$ cat config.mk
export PLATFORM = sky130hd
export DESIGN_NAME = text_overlay_display
export DESIGN_NICKNAME = d
export VERILOG_FILES = /design/src/rtl/text_pkg.sv /design/src/rtl/ascii_rom.sv /design/src/rtl/text_buffer_ram.sv /design/src/rtl/text_overlay_display.sv
export SDC_FILE = /design/constraint.sdc
export NUM_CORES = 2
export LEC_CHECK = 0
export CAP_MARGIN = 20
export CORE_UTILIZATION = 40
export DETAILED_ROUTE_END_ITERATION = 8
export DONT_BUFFER_PORTS = 1
export SLEW_MARGIN = 30
export SYNTH_ARGS = -nofsm -noshare
export SYNTH_HDL_FRONTEND = slang
export SYNTH_SLANG_ARGS = --single-unit
$ cat constraint.sdc
create_clock -name clk -period 6.1 [get_ports clk]
set_input_delay 1.22 -clock clk [delete_from_list [all_inputs] [get_ports clk]]
set_output_delay 1.22 -clock clk [all_outputs]
set_load 0.01 [all_outputs]
$ cat src/rtl/text_pkg.sv
`default_nettype none
// ============================================================================
// Module      : text_pkg
// Description : Shared constants and FSM state type for the text overlay.
//               Glyph cell geometry, the blank character written by a clear,
//               and the two-state clear/idle controller encoding.
// Revision    : 1.0 - initial release
// ============================================================================
package text_pkg;

    localparam int         CHAR_W      = 8;
    localparam int         CHAR_H      = 16;
    localparam logic [6:0] ASCII_SPACE = 7'h20;

    typedef enum logic [0:0] {
        CLEAR = 1'b0,
        IDLE  = 1'b1
    } state_t;

endpackage
`default_nettype wire

$ cat src/rtl/ascii_rom.sv
`default_nettype none
// ============================================================================
// Module      : ascii_rom
// Description : Glyph ROM, 8x16 cells, one registered read per clock.
//               Address = {ascii[6:0], glyph_row[3:0]}; bit 7 of the data is
//               the leftmost pixel. Codes without a stored glyph read blank.
// Ports       : clk    - clock
//               i_addr - 11-bit glyph address
//               o_data - 8-bit glyph row, valid one cycle after i_addr
// Revision    : 1.0 - initial release
// ============================================================================
module ascii_rom (
    input  logic        clk,
    input  logic [10:0] i_addr,
    output logic [7:0]  o_data
);

    function automatic logic [7:0] glyph(input logic [10:0] a);
        case (a)
            11'h412: glyph = 8'h10;
            11'h413: glyph = 8'h38;
            11'h414: glyph = 8'h6C;
            11'h415: glyph = 8'hC6;
            11'h416: glyph = 8'hC6;
            11'h417: glyph = 8'hFE;
            11'h418: glyph = 8'hC6;
            11'h419: glyph = 8'hC6;
            11'h41A: glyph = 8'hC6;
            11'h41B: glyph = 8'hC6;
            default: glyph = 8'h00;
        endcase
    endfunction

    always_ff @(posedge clk) begin
        o_data <= glyph(i_addr);
    end

endmodule
`default_nettype wire

$ cat src/rtl/text_buffer_ram.sv
`default_nettype none
// ============================================================================
// Module      : text_buffer_ram
// Description : Simple dual-port character RAM. One write port, one read port
//               with a registered output. A read and a write to the same
//               address in one cycle return the old contents (read-first).
//               The array itself is not reset.
// Ports       : clk     - clock
//               i_we    - write enable
//               i_waddr - write address
//               i_wdata - write data
//               i_raddr - read address
//               o_rdata - read data, one cycle after i_raddr
// Revision    : 1.0 - initial release
// ============================================================================
module text_buffer_ram #(
    parameter int DEPTH = 256,
    parameter int WIDTH = 7
) (
    input  logic                     clk,
    input  logic                     i_we,
    input  logic [$clog2(DEPTH)-1:0] i_waddr,
    input  logic [WIDTH-1:0]         i_wdata,
    input  logic [$clog2(DEPTH)-1:0] i_raddr,
    output logic [WIDTH-1:0]         o_rdata
);

    logic [WIDTH-1:0] r_mem [DEPTH];

    // Both non-blocking: the read samples the array before the write lands.
    always_ff @(posedge clk) begin
        if (i_we) begin
            r_mem[i_waddr] <= i_wdata;
        end
        o_rdata <= r_mem[i_raddr];
    end

endmodule
`default_nettype wire

$ cat src/rtl/text_overlay_display.sv
`default_nettype none
// ============================================================================
// Module      : text_overlay_display
// Description : Runtime-writable COLS x ROWS text overlay rendered as 8x16
//               glyphs at (X0, Y0), with an optional blinking inverse cursor.
//               A clear controller fills the buffer with spaces after reset or
//               on clr_req. Pixel path is 3 cycles from x/y/video_on to rgb,
//               so hsync/vsync must be delayed by 3 to match.
// Ports       : clk, rst_n (async, active-low)
//               video_on, x, y            - from the sync generator
//               wr_valid/wr_ready, wr_col, wr_row, wr_char - buffer write port
//               clr_req                    - start (or restart) a clear
//               cursor_en, cursor_col, cursor_row - cursor cell
//               busy                       - clear in progress
//               rgb                        - registered pixel colour
// Revision    : 1.0 - initial release
// ============================================================================
module text_overlay_display
    import text_pkg::*;
#(
    parameter int          COLS      = 32,
    parameter int          ROWS      = 8,
    parameter int          X0        = 128,
    parameter int          Y0        = 192,
    parameter logic [11:0] FG        = 12'h000,
    parameter logic [11:0] BG        = 12'hFFF,
    parameter int          BLINK_DIV = 12_500_000
) (
    input  logic                    clk,
    input  logic                    rst_n,
    input  logic                    video_on,
    input  logic [9:0]              x,
    input  logic [9:0]              y,
    input  logic                    wr_valid,
    output logic                    wr_ready,
    input  logic [$clog2(COLS)-1:0] wr_col,
    input  logic [$clog2(ROWS)-1:0] wr_row,
    input  logic [6:0]              wr_char,
    input  logic                    clr_req,
    input  logic                    cursor_en,
    input  logic [$clog2(COLS)-1:0] cursor_col,
    input  logic [$clog2(ROWS)-1:0] cursor_row,
    output logic                    busy,
    output logic [11:0]             rgb
);

    localparam int CW    = $clog2(COLS);
    localparam int RW    = $clog2(ROWS);
    localparam int DEPTH = COLS * ROWS;
    localparam int AW    = $clog2(DEPTH);
    localparam int BW    = $clog2(BLINK_DIV);

    localparam logic [9:0] c_X0    = 10'(X0);
    localparam logic [9:0] c_X_END = 10'(X0 + COLS * CHAR_W);
    localparam logic [9:0] c_Y0    = 10'(Y0);
    localparam logic [9:0] c_Y_END = 10'(Y0 + ROWS * CHAR_H);

    // ------------------------------------------------------------------
    // Clear controller
    // ------------------------------------------------------------------
    state_t          r_state, w_state_nxt;
    logic [AW-1:0]   r_clr_addr, w_clr_addr_nxt;
    logic            w_wr_fire;
    logic            w_wr_in_range;
    logic            w_ram_we;
    logic [AW-1:0]   w_ram_waddr;
    logic [6:0]      w_ram_wdata;

    always_ff @(posedge clk or negedge rst_n) begin
        if (!rst_n) begin
            r_state    <= CLEAR;
            r_clr_addr <= '0;
        end else begin
            r_state    <= w_state_nxt;
            r_clr_addr <= w_clr_addr_nxt;
        end
    end

    always_comb begin
        w_state_nxt    = r_state;
        w_clr_addr_nxt = r_clr_addr;
        case (r_state)
            CLEAR: begin
                if (clr_req) begin
                    w_clr_addr_nxt = '0;
                end else if (r_clr_addr == AW'(DEPTH - 1)) begin
                    w_state_nxt    = IDLE;
                    w_clr_addr_nxt = '0;
                end else begin
                    w_clr_addr_nxt = r_clr_addr + 1'b1;
                end
            end
            IDLE: begin
                if (clr_req) begin
                    w_state_nxt    = CLEAR;
                    w_clr_addr_nxt = '0;
                end
            end
            default: begin
                w_state_nxt    = CLEAR;
                w_clr_addr_nxt = '0;
            end
        endcase
    end

    // Out-of-range coordinates still complete the handshake; they just
    // never reach the RAM (otherwise they would alias onto another cell).
    assign w_wr_fire     = wr_valid && (r_state == IDLE);
    assign w_wr_in_range = (32'(wr_col) < COLS) && (32'(wr_row) < ROWS);

    always_comb begin
        wr_ready    = (r_state == IDLE);
        busy        = (r_state == CLEAR);
        w_ram_we    = 1'b0;
        w_ram_waddr = r_clr_addr;
        w_ram_wdata = ASCII_SPACE;
        if (r_state == CLEAR) begin
            w_ram_we = 1'b1;
        end else if (w_wr_fire && w_wr_in_range) begin
            w_ram_we    = 1'b1;
            w_ram_waddr = AW'(wr_row) * AW'(COLS) + AW'(wr_col);
            w_ram_wdata = wr_char;
        end
    end

    // ------------------------------------------------------------------
    // Cursor blink timebase (free-running in both controller states)
    // ------------------------------------------------------------------
    logic [BW-1:0] r_blink_cnt;
    logic          r_blink_phase;

    always_ff @(posedge clk or negedge rst_n) begin
        if (!rst_n) begin
            r_blink_cnt   <= '0;
            r_blink_phase <= 1'b0;
        end else if (r_blink_cnt == BW'(BLINK_DIV - 1)) begin
            r_blink_cnt   <= '0;
            r_blink_phase <= ~r_blink_phase;
        end else begin
            r_blink_cnt   <= r_blink_cnt + 1'b1;
        end
    end

    // ------------------------------------------------------------------
    // Stage 0: region / cell decode, buffer read address
    // ------------------------------------------------------------------
    logic [9:0]    w_dx, w_dy;
    logic          w_in_region;
    logic [CW-1:0] w_col;
    logic [RW-1:0] w_row;
    logic [AW-1:0] w_rd_addr;
    logic          w_cur_hit;

    assign w_dx        = x - c_X0;
    assign w_dy        = y - c_Y0;
    assign w_in_region = (x >= c_X0) && (x < c_X_END) && (y >= c_Y0) && (y < c_Y_END);
    assign w_col       = CW'(w_dx >> 3);
    assign w_row       = RW'(w_dy >> 4);
    // Parked at 0 outside the region so the RAM is never indexed past DEPTH.
    assign w_rd_addr   = w_in_region ? (AW'(w_row) * AW'(COLS) + AW'(w_col)) : '0;
    assign w_cur_hit   = cursor_en && r_blink_phase &&
                         (w_col == cursor_col) && (w_row == cursor_row);

    // ------------------------------------------------------------------
    // Stage 1: buffer data available, ROM address formed
    // ------------------------------------------------------------------
    logic       r_s1_vid, r_s1_in, r_s1_cur;
    logic [3:0] r_s1_grow;
    logic [2:0] r_s1_bit;
    logic [6:0] w_char;

    always_ff @(posedge clk or negedge rst_n) begin
        if (!rst_n) begin
            r_s1_vid  <= 1'b0;
            r_s1_in   <= 1'b0;
            r_s1_cur  <= 1'b0;
            r_s1_grow <= '0;
            r_s1_bit  <= '0;
        end else begin
            r_s1_vid  <= video_on;
            r_s1_in   <= w_in_region;
            r_s1_cur  <= w_cur_hit;
            r_s1_grow <= w_dy[3:0];
            r_s1_bit  <= w_dx[2:0];
        end
    end

    text_buffer_ram #(
        .DEPTH (DEPTH),
        .WIDTH (7)
    ) u_buf (
        .clk     (clk),
        .i_we    (w_ram_we),
        .i_waddr (w_ram_waddr),
        .i_wdata (w_ram_wdata),
        .i_raddr (w_rd_addr),
        .o_rdata (w_char)
    );

    // ------------------------------------------------------------------
    // Stage 2: ROM data, bit select, colour register
    // ------------------------------------------------------------------
    logic       r_s2_vid, r_s2_in, r_s2_cur;
    logic [2:0] r_s2_bit;
    logic [7:0] w_rom_data;
    logic       w_pix;

    always_ff @(posedge clk or negedge rst_n) begin
        if (!rst_n) begin
            r_s2_vid <= 1'b0;
            r_s2_in  <= 1'b0;
            r_s2_cur <= 1'b0;
            r_s2_bit <= '0;
        end else begin
            r_s2_vid <= r_s1_vid;
            r_s2_in  <= r_s1_in;
            r_s2_cur <= r_s1_cur;
            r_s2_bit <= r_s1_bit;
        end
    end

    ascii_rom u_rom (
        .clk    (clk),
        .i_addr ({w_char, r_s1_grow}),
        .o_data (w_rom_data)
    );

    // Bit 7 of a glyph row is the leftmost pixel.
    assign w_pix = w_rom_data[3'd7 - r_s2_bit];

    always_ff @(posedge clk or negedge rst_n) begin
        if (!rst_n) begin
            rgb <= 12'h000;
        end else if (!r_s2_vid) begin
            rgb <= 12'h000;
        end else if (r_s2_in && (w_pix ^ r_s2_cur)) begin
            rgb <= FG;
        end else begin
            rgb <= BG;
        end
    end

endmodule
`default_nettype wire

[Word-level counts from Yosys, hierarchy flattened]
Memories as Yosys holds them, arrays and structs flattened. A register that Yosys moved wholly into a read port is not among the register bits.
Index checks and enable logic that the tools add are counted.
Cells by class
  order comparisons: 5
  reductions and logical operators: 9
  bitwise operators: 3
  add/sub/neg operators: 7
  equality and inequality tests: 15
  multiplexer cells: 23
Operators by type and width (number)
  $eq 11x11->1 const B: 10
  $mux 8: 6
  $pmux 8 s5: 1
  $add 24x1->24 const B: 1
  $eq 24x24->1 const B: 1
  $mux 12: 2
  $mux 24: 1
  $ge 10x8->1 const B: 2
  $lt 10x9->1 const B: 2
  $add 8x5->8: 2
  $pmux 8 s2: 1
  $mux 7: 2
  $add 8x1->8 const B: 1
  $eq 8x8->1 const B: 1
  $logic_and 1x1->1: 8
  $mux 1: 8
  $sub 8x8->8 const B: 1
  $sub 7x7->7 const B: 1
  $reduce_or 6->1: 1
  $eq 5x5->1: 1
  $lt 3x4->1 const B: 1
  $bmux 1 s3: 1
  $eq 3x3->1: 1
  $sub 3x3->3 const A: 1
  4 further kinds: 5
Storage, ports and cells
  memories: 1
  bits of input ports: 49
  register bits after elaboration: 70
  output and inout port bits: 14
  logic and storage cells: 78
  RAM bits: 1792
Memory list
  u_buf.r_mem: words 256, width 7, rd ports 1, clocked after Yosys merged registers in 1, wr ports 1, line text_buffer_ram.sv:28  | logic [WIDTH-1:0] r_mem [DEPTH];

[Depth between registers and ports, before layout]
  depth after elaboration: 7
  gate-level depth with buffers: 15
  mapped depth without buffers: 9

[By module]
Synthesis repeated with hierarchy kept, for this count alone.
Second synthesis, totals
  cells, all modules: 3659
  area, all modules: 73037.5 µm²
By module, submodules not included
  text_buffer_ram: times used 1, cells each 3381, sequential area each 53951.7 µm², area an instance 70197.3 µm²
  text_overlay_display: times used 1, cells each 255, sequential area each 1276.2 µm², area an instance 2641.3 µm²
  ascii_rom: times used 1, cells each 23, sequential area each 80.1 µm², area an instance 198.9 µm²

[Least setup slack after synthesis]
No wires, ideal clock.
  path type: input to register
  start point: input wr_valid
  end point: memory u_buf.r_mem[0][5] (data pin)
  stages: 5
  buffers on the path: 3
  arrival time: 5125 ps
  setup time: 904 ps
  path slack: 71 ps
  data required time: 5196 ps
  cells stage by stage: clkbuf_1 -> and2_1 -> clkbuf_1 -> clkbuf_1 -> nand2b_1
Between the ends
  cells in the longest elaborated chain, start to end: 3
RTL lines
  start, declared: line text_overlay_display.sv:34  | input logic wr_valid,
  $logic_and 1x1->1: line text_overlay_display.sv:108  | assign w_wr_fire = wr_valid && (r_state == IDLE);
  $mux 7: line text_overlay_display.sv:119  | end else if (w_wr_fire && w_wr_in_range) begin
  $mux 7: line text_overlay_display.sv:117  | if (r_state == CLEAR) begin
  net u_buf.i_wdata[5]: line text_buffer_ram.sv:23  | input logic [WIDTH-1:0] i_wdata,
  end, declared: line text_buffer_ram.sv:28
The timed path passes the listed nets, and every way through them passes these cells.

[Worst setup path in the final report]
  start point: input y[8]
  end point: register u_buf.o_rdata[5] (read register of u_buf.r_mem)
Between the ends
  cells in the longest elaborated chain, start to end: 4
  elaborated cells on any way between the ends: 5
  those cells by class: 2 x order compare; 1 x mux; 2 x reduce/logical
RTL lines
  start, declared: line text_overlay_display.sv:33  | input logic [9:0] y,
  $ge 10x8->1: line text_overlay_display.sv:156  | assign w_in_region = (x >= c_X0) && (x < c_X_END) && (y >= c_Y0) && (y < c_Y_END);
  $logic_and 1x1->1: line text_overlay_display.sv:156
  $logic_and 1x1->1 (*): line text_overlay_display.sv:156
  $mux 8 (*): line text_overlay_display.sv:160  | assign w_rd_addr = w_in_region ? (AW'(w_row) * AW'(COLS) + AW'(w_col)) : '0;
  end, declared: line text_buffer_ram.sv:25  | output logic [WIDTH-1:0] o_rdata
Mark *: on every way between the ends. The rest lies on a longest branch, timed or not.
A chain may end at the register's enable or synchronous reset.

==> results.py <==
metrics = {
    "synthesis": {
        "synth_flop_cell": "edfxtp_1",
        "ys_warn_count": 0,
        "ys_seq_area_frac": 0.7474,
        "synth_edf_count": 1792,
        "async_reset_ff_frac": 0.02751,
        "synth_nets": 4873,
        "synth.avg_cell_area_um2": 15.35,
        "ys_types": 94,
        "synthCells": 4822,
        "ys_ff_latch": 1854,
        "netlist_area_um2": 74000,
    },
    "sta": {
        "hold_viol": 0,
        "fin_crit_sh": 0.7869,
        "drv_slew": 0,
        "worst_pin_slew_ns": 1.128,
        "finClkSkew_ns": 0.03776,
        "rsz0062_at_grt": "false",
        "max_freq_ghz": 0.2083,
        "min_period_ns": 4.800,
        "fin_tns_setup_ns": 0,
        "max_slew_margin": 0.2430,
        "setup_viol": 0,
    },
    "floorplanning": {
        "ios": 63,
        "coreArea_um2": 183500,
        "die_h_um": 432.1,
        "dieWidth_um": 432.1,
        "initial_core_util": 0.4033,
        "fp-row-count": 157,
        "dieArea_um2": 186700,
    },
    "finish": {
        "fin_nets": 4852,
        "final.fill_count": 15987,
        "fin_util": 0.4517,
        "final_cell_area_um2": 82870,
        "drive_gt1_frac": 0.1112,
        "area_growth_pct": 11.99,
    },
    "setup_path": {
        "cp-start-kind": "primary input",
        "rrSetupSlack_ns": 1.89,
        "r2r_end": "u_buf.r_mem[55][2]",
        "r2r_cells": 5,
        "path_max_fanout": 151,
        "regToRegStartpoint": "wr_ready",
        "cp-end-kind": "flop",
        "crit_type": "primary input to flop",
        "required_ns": 6.87,
        "worst_ep_arrival_time_ns": 5.57,
    },
    "clocking": {
        "cts_max_level": 4,
        "cts-root-buf": "clkbuf_16",
        "clock_path_buffers": 3,
        "clock_latency_ns": 0.84,
        "cts_resized": 0,
        "numCtsBuffers": 185,
        "cts.repair_timing.setup_buffer_count": 0,
        "clkSinkCount": 1854,
        "hold_buffers": 0,
        "clkTransAtPathRegs_ns": 0.07,
        "cts_tree": "yes",
    },
    "global_route": {
        "grt_usage": 0.2420,
        "grt_pass1_wl_um": 323900,
        "grt_max_degree": 355,
        "grt_antenna_before_repair": 9,
        "grt_pass1_vias": 43073,
        "grt_overflow": 0,
    },
    "pwr": {
        "p_clk_frac": 0.439,
        "switching_power_uw": 5296,
        "power_density_nw_per_um2": 308.8,
        "p_sw_frac": 0.2070,
        "internal_power_uw": 20290,
        "peakVddDrop_v": 0.0002434,
        "power_leakage_uw": 0.02895,
        "combPwrFrac": 0.022,
        "seqPwrFrac": 0.539,
    },
    "place": {
        "gp_congestion": 0.9274,
        "dp_hpwl_um": 138400,
        "place.port_buffers": 0,
        "dpl-instance-area_um2": 76880,
    },
    "detailed_routing": {
        "drtAntennaViolNets": 0,
        "avgViaCountPerCell": 6.090,
        "drt-wirelength-per-cell_um": 30.86,
        "via_count": 45183,
        "drc": 0,
        "wirelength_um": 229000,
        "dr.first_iter.drc_count": 6749,
        "drt_pass1_iterations": 7,
    },
    "hold_path": {
        "min_path_type": "primary input to async pin",
    },
    "flow_run": {
        "maxCapViolCount": 0,
    },
    "run_status": {
        "status": "finished clean",
    },
}
## cells by family (layout without fill, tap and decap cells)
logic type,Yosys count,in the layout,synth area share
other,0,2,0
multiplexers,372,372,0.06202
AND/OR/NAND/NOR,1370,1370,0.08037
AO/OA/AOI/OAI,849,849,0.08419
XOR/XNOR,34,34,0.004024
flip-flops,1854,1854,0.7474
adder cells (fa/ha/maj),2,2,0.0003381
buffers and inverters,341,472,0.02163
## flip-flops by register name (all words and copies together) (netlist names), 3 cells and up
name / count
r_s2_bit: 3
r_blink_cnt: 24
r_s1_bit: 3
r_clr_addr: 8
u_rom.o_data: 4
u_buf.o_rdata: 7
r_s1_grow: 4
u_buf.r_mem: 1792
## power by group through the flow
stage	clock network, uW	registers, uW	logic [uW]
after global routing	11800	13800	561
final	11200	13800	554
after detailed placement	0	14100	536
after CTS	11300	13800	538
after global placement	0	14100	534
after floorplan	0	14100	392
## synth_stat cells (42+ instances only)
cell | n | share of area
buf_2 | 133 | 0.0090
dfrtp_1 | 51 | 0.017
nand2_1 | 621 | 0.032
o22ai_1 | 87 | 0.0074
a221oi_1 | 42 | 0.0050
mux2i_1 | 265 | 0.036
nor2_1 | 385 | 0.020
a31oi_1 | 67 | 0.0057
o21ai_0 | 100 | 0.0068
a21oi_1 | 131 | 0.0089
edfxtp_1 | 1792 | 0.73
nand3_1 | 163 | 0.011
o221ai_1 | 60 | 0.0071
mux2_2 | 42 | 0.0064
clkbuf_1 | 121 | 0.0061
mux4_2 | 65 | 0.020
## worst max-delay path: stages
cell and delay (ns):
nand3b_2 0.64, a211oi_4 0.63, buf_12 0.60, nand2_1 0.13, a311oi_1 0.70, o221ai_1 0.43, a31oi_1 0.73, a311oi_1 0.19
nand4_1 0.14
## layout by cell type (no fill, tap or decap), types with 50 or more instances in the layout
cell / count
a21oi_1: 130
a31oi_1: 67
buf_4: 96
clkbuf_16: 187
dfrtp_1: 50
edfxtp_1: 1792
mux2i_1: 265
mux4_2: 65
nand2_1: 616
nand3_1: 163
nor2_1: 381
o21ai_0: 99
o221ai_1: 60
o22ai_1: 87
## layer usage
layer  share of wire  up-vias  track usage
met5         0.00012        -            0
met4           0.049        4       0.1093
met3            0.10      504      0.04793
met2            0.45     2747       0.3670
met1            0.40    23074       0.3367
li1                -    18854            -
## through the flow
stage	hold WS (ns)	setup slack (ns)	total power, uW	instances
after floorplan	0.3312	0.07138	14450	4822
after global placement	0.3325	0.8009	14590	7076
after detailed placement	0.3355	0.6998	14600	7076
after CTS	0.02974	1.538	25660	7415
after global routing	0.04476	1.262	26150	7418
final	0.08475	1.300	25590	7419
## cell type report
cell class                 instances  area, um2  area share
antenna                            2      5.005  0.00006039
sequential                      1854      55310      0.6674
clock buffer                     237       4937     0.05958
inverter                          12      45.04   0.0005435
multi-input combinational       2627      17270      0.2084
timing repair buffer             121       1236     0.01492
tap                             2464       3083     0.03720
clock inverter                   102      985.9     0.01190
## how the worst max path moves through the flow
stage,startpoint,end,slack (ns),cells after the start
finish,y[8],u_buf.o_rdata[5],1.30,9
global route,y[8],u_buf.o_rdata[5],1.26,9
CTS,y[8],u_buf.o_rdata[5],1.54,9
detailed placement,y[8],u_buf.o_rdata[5],0.70,9
global placement,y[8],u_buf.o_rdata[5],0.80,9
floorplan,wr_valid,u_buf.r_mem[0][5],0.07,5
No activity file was read; power rests on OpenSTA's default activity.
